--- src/rtl/clock_pkg.sv ---
// Shared alarm-clock definitions: keypad codes, controller state encodings and output decode.
// Used by the controller, keypad scanner and key buffer so all agree on codes.
package clock_pkg;

  localparam int unsigned TIMEOUT_SEC = 10;

  localparam logic [3:0] KEY_ALARM = 4'hA;
  localparam logic [3:0] KEY_TIME  = 4'hB;
  localparam logic [3:0] KEY_NONE  = 4'hF;

  typedef enum logic [2:0] {
    SHOW_TIME        = 3'd0,
    SHOW_ALARM       = 3'd1,
    KEY_STORED       = 3'd2,
    KEY_WAITED       = 3'd3,
    KEY_ENTRY        = 3'd4,
    SET_ALARM_TIME   = 3'd5,
    SET_CURRENT_TIME = 3'd6
  } ctrl_state_t;

  typedef struct packed {
    logic show_new_time;
    logic show_a;
    logic shift;
    logic load_new_a;
    logic load_new_c;
  } ctrl_out_t;

  // Moore output table; unlisted encodings decode to all-quiet.
  function automatic ctrl_out_t decode_state(input ctrl_state_t s);
    ctrl_out_t o;
    o = '0;
    case (s)
      SHOW_ALARM: o.show_a = 1'b1;
      KEY_STORED: begin
        o.shift         = 1'b1;
        o.show_new_time = 1'b1;
      end
      KEY_WAITED,
      KEY_ENTRY: o.show_new_time = 1'b1;
      SET_ALARM_TIME: begin
        o.load_new_a    = 1'b1;
        o.show_new_time = 1'b1;
      end
      SET_CURRENT_TIME: begin
        o.load_new_c    = 1'b1;
        o.show_new_time = 1'b1;
      end
      default: o = '0;
    endcase
    return o;
  endfunction

endpackage

--- src/rtl/ctrl_timeout_cnt.sv ---
// Saturating seconds counter for entry inactivity; timeout is a level while at the limit.
// Count updates one clock after clr/en/one_second are sampled; no backpressure.
module ctrl_timeout_cnt #(
  parameter int unsigned TIMEOUT_SEC = clock_pkg::TIMEOUT_SEC
) (
  input  logic clock,
  input  logic reset,
  input  logic clr,
  input  logic en,
  input  logic one_second,
  output logic timeout
);

  localparam logic [3:0] LIMIT = 4'(TIMEOUT_SEC);

  logic [3:0] cnt;

  always_ff @(posedge clock) begin
    if (reset || clr) begin
      cnt <= '0;
    end else if (en && one_second && (cnt < LIMIT)) begin
      cnt <= cnt + 4'd1;
    end
  end

  assign timeout = (cnt == LIMIT);

endmodule

--- src/rtl/alarm_clock_ctrl.sv ---
// Alarm clock sequencer: decodes keypad codes into display selects and load/shift strobes.
// Strobes appear one clock after the key is sampled; no backpressure, every strobe is one cycle.
module alarm_clock_ctrl #(
  parameter int unsigned TIMEOUT_SEC = clock_pkg::TIMEOUT_SEC,
  parameter logic [3:0]  KEY_ALARM   = clock_pkg::KEY_ALARM,
  parameter logic [3:0]  KEY_TIME    = clock_pkg::KEY_TIME,
  parameter logic [3:0]  KEY_NONE    = clock_pkg::KEY_NONE
) (
  input  logic       clock,
  input  logic       reset,
  input  logic       one_second,
  input  logic [3:0] key,
  output logic       show_new_time,
  output logic       show_a,
  output logic       shift,
  output logic       load_new_a,
  output logic       load_new_c,
  output logic       timeout
);

  import clock_pkg::*;

  ctrl_state_t state;
  ctrl_state_t nxt;
  ctrl_out_t   outs;
  logic        tmo_clr;
  logic        tmo_en;

  function automatic logic is_digit(input logic [3:0] k);
    return (k <= 4'd9);
  endfunction

  // Codes C..E are unassigned on the keypad and behave like a released key.
  function automatic logic is_none(input logic [3:0] k);
    return (k == KEY_NONE) || ((k >= 4'hC) && (k <= 4'hE));
  endfunction

  function automatic ctrl_state_t next_state(input ctrl_state_t s,
                                             input logic [3:0]  k,
                                             input logic        tmo);
    ctrl_state_t n;
    n = SHOW_TIME;
    case (s)
      SHOW_TIME: begin
        if (k == KEY_ALARM)  n = SHOW_ALARM;
        else if (is_digit(k)) n = KEY_STORED;
        else                  n = SHOW_TIME;
      end
      SHOW_ALARM: n = (k == KEY_ALARM) ? SHOW_ALARM : SHOW_TIME;
      KEY_STORED: n = KEY_WAITED;
      KEY_WAITED: begin
        if (is_none(k)) n = KEY_ENTRY;
        else if (tmo)   n = SHOW_TIME;
        else            n = KEY_WAITED;
      end
      // A real key beats a timeout arriving in the same cycle.
      KEY_ENTRY: begin
        if (is_digit(k))        n = KEY_STORED;
        else if (k == KEY_ALARM) n = SET_ALARM_TIME;
        else if (k == KEY_TIME)  n = SET_CURRENT_TIME;
        else if (tmo)            n = SHOW_TIME;
        else                     n = KEY_ENTRY;
      end
      SET_ALARM_TIME,
      SET_CURRENT_TIME: n = SHOW_TIME;
      default: n = SHOW_TIME;
    endcase
    return n;
  endfunction

  assign nxt = next_state(state, key, timeout);

  // Outputs are registered from the next-state decode so they track the state register exactly.
  always_ff @(posedge clock) begin
    if (reset) begin
      state <= SHOW_TIME;
      outs  <= '0;
    end else begin
      state <= nxt;
      outs  <= decode_state(nxt);
    end
  end

  assign tmo_clr = (state == SHOW_TIME) || (state == SHOW_ALARM) || (state == KEY_STORED);
  assign tmo_en  = (state == KEY_WAITED) || (state == KEY_ENTRY);

  ctrl_timeout_cnt #(
    .TIMEOUT_SEC(TIMEOUT_SEC)
  ) u_timeout_cnt (
    .clock      (clock),
    .reset      (reset),
    .clr        (tmo_clr),
    .en         (tmo_en),
    .one_second (one_second),
    .timeout    (timeout)
  );

  assign show_new_time = outs.show_new_time;
  assign show_a        = outs.show_a;
  assign shift         = outs.shift;
  assign load_new_a    = outs.load_new_a;
  assign load_new_c    = outs.load_new_c;

endmodule

--- config.mk ---
export PLATFORM = sky130hd
export DESIGN_NAME = alarm_clock_ctrl
export DESIGN_NICKNAME = d
export VERILOG_FILES = /design/src/rtl/clock_pkg.sv /design/src/rtl/ctrl_timeout_cnt.sv /design/src/rtl/alarm_clock_ctrl.sv
export SDC_FILE = /design/constraint.sdc
export NUM_CORES = 1
export LEC_CHECK = 0
export CORE_MARGIN = 5
export CORE_UTILIZATION = 48
export DETAILED_ROUTE_END_ITERATION = 12
export PLACE_DENSITY_LB_ADDON = 0.25
export SLEW_MARGIN = 20
export SYNTH_ARGS = -nofsm -noshare
export SYNTH_HDL_FRONTEND = slang
export SYNTH_HIERARCHICAL = 1
export SYNTH_SLANG_ARGS = --single-unit
--- constraint.sdc ---
create_clock -name clock -period 2 [get_ports clock]
set_clock_uncertainty 0.15 [all_clocks]
set_input_delay 0.4 -clock clock [delete_from_list [all_inputs] [get_ports clock]]
set_output_delay 0.4 -clock clock [all_outputs]
set_load 0.01 [all_outputs]
Word level (Yosys, flattened, before mapping)

Cells that the tools add are included.

Output and inout port bits: 6
Input bits: 7
Flip-flop bits (word level): 12

$lt $le $gt $ge: 4
Equality and inequality tests: 14
Reductions and logical operators: 10
Muxes and demuxes: 15
Add/sub/neg operators: 1

Operators by type and width:

| cell                                                            | count |
|---|---|
| 4-bit == test, second input constant                            | 4 |
| 3-bit two-way mux                                               | 5 |
| 3-bit one-hot mux with 5 select lines                           | 1 |
| 3-bit by 2-bit == test with 1-bit output, second input constant | 4 |
| 3-bit == test, second input constant                            | 4 |
| 4-bit <= comparator, second input constant                      | 2 |
| 3-bit by 1-bit == test with 1-bit output, second input constant | 2 |
| 1-bit two-way mux                                               | 6 |
| 2-bit two-way mux                                               | 3 |
| 1-bit logical OR                                                | 5 |
| 5-bit OR reduction                                              | 1 |
| 4-bit by 1-bit adder with 4-bit output, second input constant   | 1 |
| 4-bit greater-or-equal comparator, second input constant        | 1 |
| 4-bit less-than comparator, second input constant               | 1 |
| 1-bit logical AND                                               | 3 |
| 3-bit zero test                                                 | 1 |

Logic depth before layout (Yosys ltp)

Word-level depth: 9
Depth in mapped cells: 7

Modules after synthesis

Netlist, hierarchy kept.

Modules (own cells, without submodules):

| module           | sequential area each (µm²) | instances | cells an instance | area each (µm²) |
|---|---|---|---|---|
| alarm_clock_ctrl | 160.2                      | 1         | 50                | 435.4 |
| ctrl_timeout_cnt | 80.1                       | 1         | 25                | 227.7 |

Least setup slack after synthesis

Ideal clock, no wire load.

Kind: register to register
From: register u_timeout_cnt.cnt[0]
To: register outs (netlist bit show_a)
Path slack: 224 ps
Cell stages (with the launch flop): 7
Buffers on the path: 0
Data arrival time: 1511 ps
Required time: 1734 ps
Path through: dfxtp_1 -> inv_1 -> ha_1 -> and3b_1 -> nand2_1 -> or4b_4 -> and3b_1

Word-level cells in the longest chain between the ends: 8
Elaborated cells between the ends (all ways): 10
Classes of those cells: eq/ne (2); mux (8)

RTL lines:

| what                                         | line                   | source |
|---|---|---|
| start: declaration                           | ctrl_timeout_cnt.sv:16 | `logic [3:0] cnt;` |
| start signal: assignment                     | ctrl_timeout_cnt.sv:22 | `cnt <= cnt + 4'd1;` |
| 4-bit == test (*)                            | ctrl_timeout_cnt.sv:26 | `assign timeout = (cnt == LIMIT);` |
| net timeout                                  | alarm_clock_ctrl.sv:18 | `output logic timeout` |
| 3-bit two-way mux                            | alarm_clock_ctrl.sv:61 | `else if (tmo) n = SHOW_TIME;` |
| 3-bit two-way mux                            | alarm_clock_ctrl.sv:60 | `else if (k == KEY_TIME) n = SET_CURRENT_TIME;` |
| 3-bit two-way mux                            | alarm_clock_ctrl.sv:59 | `else if (k == KEY_ALARM) n = SET_ALARM_TIME;` |
| 3-bit two-way mux                            | alarm_clock_ctrl.sv:58 | `if (is_digit(k)) n = KEY_STORED;` |
| 3-bit one-hot mux with 5 select lines (*)    | alarm_clock_ctrl.sv:43 | `case (s)` |
| 3-bit by 1-bit == test with 1-bit output (*) | clock_pkg.sv:33        | `case (s)` |
| 1-bit two-way mux (*)                        | clock_pkg.sv:33        |  |
| end signal: assignment                       | alarm_clock_ctrl.sv:80 | `outs <= decode_state(nxt);` |
| end: declaration                             | alarm_clock_ctrl.sv:25 | `ctrl_out_t outs;` |

The timed path passes the listed nets; every way through them passes the cells marked *.
A chain may end at the register's enable or synchronous reset.

Worst setup path in the final report

From: register u_timeout_cnt.cnt[0]
To: output timeout

Word-level cells in the longest chain between the ends: 1

RTL lines:

| what             | line |
|---|---|
| 4-bit == test    | ctrl_timeout_cnt.sv:26 |
| end: declaration | alarm_clock_ctrl.sv:18 |

No other way between the ends.

==> impl_results.md <==
* Footprint of the flip-flops and latches at 241 µm²
* Antenna violations before repair at 0
* Clk slew on worst S/H paths at 80 ps
* Final net count at 105
* Worst Path Class, Setup: register to primary output
* Number of endpoints with negative hold slack in the final report at 0
* Number of cells on the worst hold path at 2
* Longest Clk Path Bufs at 2
* Remaining global-route overflow at 0
* Routed wire length at 1.55 mm
* Floorplan die width at 47.2 µm
* Setup repair after global routing missed its margin: no
* Drt wl/cell at 14.1 µm
* Mapped Area at 663 µm²
* Via count of the first global-routing pass at 560
* Signal arrival time at the worst endpoint at 1340 ps
* Hpwl dp at 1.15 mm
* First-pass GRT wire length at 2.56 mm
* Final Setup Violations at 0
* Net count of the mapped netlist at 84
* Worst hold slack at 372 ps
* Critical-path maximum fanout at 4
* Post-route core utilization at 66.6%
* Final period utilization at 94.3%
* Status: finished clean
* Origin of the worst min-delay path: u_timeout_cnt/cnt[0]$_SDFFE_PP0P_
* Maximum clock frequency at 530 MHz
* Number of antenna repair diodes at 0
* Crit start category: register
* Power Density at 647 nW/µm²
* Share of cells above drive strength 1 at 20.0%
* # port buffers at 12
* Total count of max-transition violations in the final report at 0
* Setup TNS Final at 0 ps
* Post-synth EDFFs at 0
* Die outline height at 47.2 µm
* Aggregate global-route resource usage at 17.0%
* Worst slew margin relative to its limit at 67.1%
* Critical Path RT at 1450 ps
* Number of violations of the max-capacitance limit at 0
* Initial standard-cell utilization of the core at 51.0%
* Total of hold buffers inserted after clock tree synthesis at 0
* Reg-to-reg critical path endpoint: show_a$_SDFF_PP0_
* H-tree depth at 1
* Kind of path behind the tightest hold check: register to register
* Boundary pin count at 13
* Source of the worst register-to-register timing path: u_timeout_cnt/cnt[0]$_SDFFE_PP0P_
* Via/cell ratio at 5.89
* Mean cell area of the mapped netlist at 8.84 µm²
* Routed vias at 648
* Clock tree root buffer cell: sky130_fd_sc_hd__clkbuf_4
* First-iteration detailed-routing DRC count at 15
* Count of standard-cell rows at 13
* Largest voltage drop on the vdd net at 0.000503 V
* Commonest cells after routing, fill and taps aside: sky130_fd_sc_hd__nand2_1, sky130_fd_sc_hd__clkdlybuf4s50_1, sky130_fd_sc_hd__dfxtp_1, sky130_fd_sc_hd__buf_4, sky130_fd_sc_hd__a21oi_1
* Synth warn at 6
* Remaining number of nets flagged by the antenna check after routing at 0
* Core area at 1300 µm²
* Final weighted congestion in routability-driven placement at 0.857
* Commonest register cell after synthesis: sky130_fd_sc_hd__dfxtp_1
* Number of buffers created by CTS at 3
* Number of synthesized register bits at 12
* Register area share after synthesis at 36.2%
* Area delta synth->final at 30.8%
* Overall power of the completed layout at 561 µW
* Number of cell instances on the worst register-to-register path at 6
* Multi-input gate area at 383 µm²
* Endpoint of the worst hold-timing path: u_timeout_cnt/cnt[0]$_SDFFE_PP0P_
* TritonCTS clock tree: done
* Standby leakage power at 0.000325 µW
* Die ar. at 2230 µm²
* Insertion delay of the later-clocked pin in the worst-skew pair at 280 ps
* Share of synthesized flip-flops with an asynchronous set or reset at 0%
* Transition time at the pin with the least slew margin at 486 ps
* Final critical delay including setup and external delays at 1890 ps
* Number of search-and-repair iterations in the first detailed-routing pass at 4
* Worst Setup End Kind: primary output
* Number of distinct standard cells referenced by the synthesized netlist at 34
* Largest net degree at the start of global routing at 10
* R2R setup slack at 220 ps
* Drt drc at 0
* Clock sink total at 12
* Number of filler instances in the final layout at 134
* Number of instances in the synthesized netlist at 75
==> per-stage QoR <==
step                      std cells  instance area (µm²)  setup slack, ps
after global routing            110                  867             23.8
after detailed placement        106                  828            -72.5
final                           110                  867              115
after global placement          106                  828            -15.7
after floorplan                  75                  663              224
after CTS                       110                  863             23.2
==> timing repair <==
item,in CTS,in global routing
setup endpoints to repair,1,1
setup buffers,0,0
resized for setup,1,3
hold endpoints to repair,0,0
==> cell usage after synthesis (2+ instances only) <==
master	n	area (µm²)
sky130_fd_sc_hd__dfxtp_1	12	240
sky130_fd_sc_hd__nand2_1	11	41.3
sky130_fd_sc_hd__a21oi_1	7	35.0
sky130_fd_sc_hd__o21ai_0	4	20.0
sky130_fd_sc_hd__nor2_1	3	11.3
sky130_fd_sc_hd__nor3_1	3	15.0
sky130_fd_sc_hd__and3b_1	2	17.5
sky130_fd_sc_hd__buf_6	2	22.5
sky130_fd_sc_hd__ha_1	2	25.0
sky130_fd_sc_hd__inv_1	2	7.51
sky130_fd_sc_hd__nand2b_1	2	12.5
sky130_fd_sc_hd__nand4b_1	2	17.5
sky130_fd_sc_hd__o21a_1	2	15.0
==> worst max-delay path, cell delays in order (launching register included) <==
cell and delay (ps):
sky130_fd_sc_hd__dfxtp_2 350, sky130_fd_sc_hd__inv_1 60, sky130_fd_sc_hd__ha_1 190, sky130_fd_sc_hd__and3b_2 220, sky130_fd_sc_hd__clkdlybuf4s15_1 230
==> worst max path at each step <==
stage / cells after the start / startpoint / endpoint
floorplan: 6 / u_timeout_cnt/cnt[0]$_SDFFE_PP0P_ / show_a$_SDFF_PP0_
global placement: 4 / key[1] / show_a$_SDFF_PP0_
detailed placement: 5 / key[2] / show_a$_SDFF_PP0_
CTS: 4 / u_timeout_cnt/cnt[0]$_SDFFE_PP0P_ / timeout
global route: 4 / u_timeout_cnt/cnt[0]$_SDFFE_PP0P_ / timeout
finish: 4 / u_timeout_cnt/cnt[0]$_SDFFE_PP0P_ / timeout
==> cells by family (layout without fill, tap and decap cells) <==
group                      Yosys count  count (layout)  share of synthesized area, %
adders and majority gates            2               2                          3.77
AOI/OAI and AO/OA                   21              21                          21.7
and+or+nand+nor                     34              34                          32.1
DFF                                 12              12                          36.2
buffers and inverters                6              26                          6.23
==> layer usage <==
layer | global-route usage [%] | part of all wire [%]
met1 | 21.9 | 42
met2 | 24.4 | 47
met3 | 5.75 | 8.1
met4 | 9.94 | 2.6
met5 | 0 | 0
==> cell type report <==
type / count / area share [%]
clock buffers: 4 / 4.18
inverters: 2 / 0.866
multi-input cells: 57 / 44.2
flip-flops and latches: 12 / 27.8
well taps: 15 / 2.16
repair buffers: 20 / 20.8
==> registers in the layout (all words and copies together), names as in the netlist <==
name               flops
state                  3
load_new_c             1
shift                  1
u_timeout_cnt/cnt      4
show_new_time          1
load_new_a             1
show_a                 1
==> report_power, final <==
group | internal [µW] | switching [µW] | leakage [µW] | total (µW)
Sequential | 252 | 15.0 | 0.0000982 | 267
Combinational | 48.4 | 46.9 | 0.000206 | 95.3
Clock | 111 | 87.6 | 0.0000210 | 199
Total | 411 | 149 | 0.000325 | 561
Power figures use the tool's default switching activity.
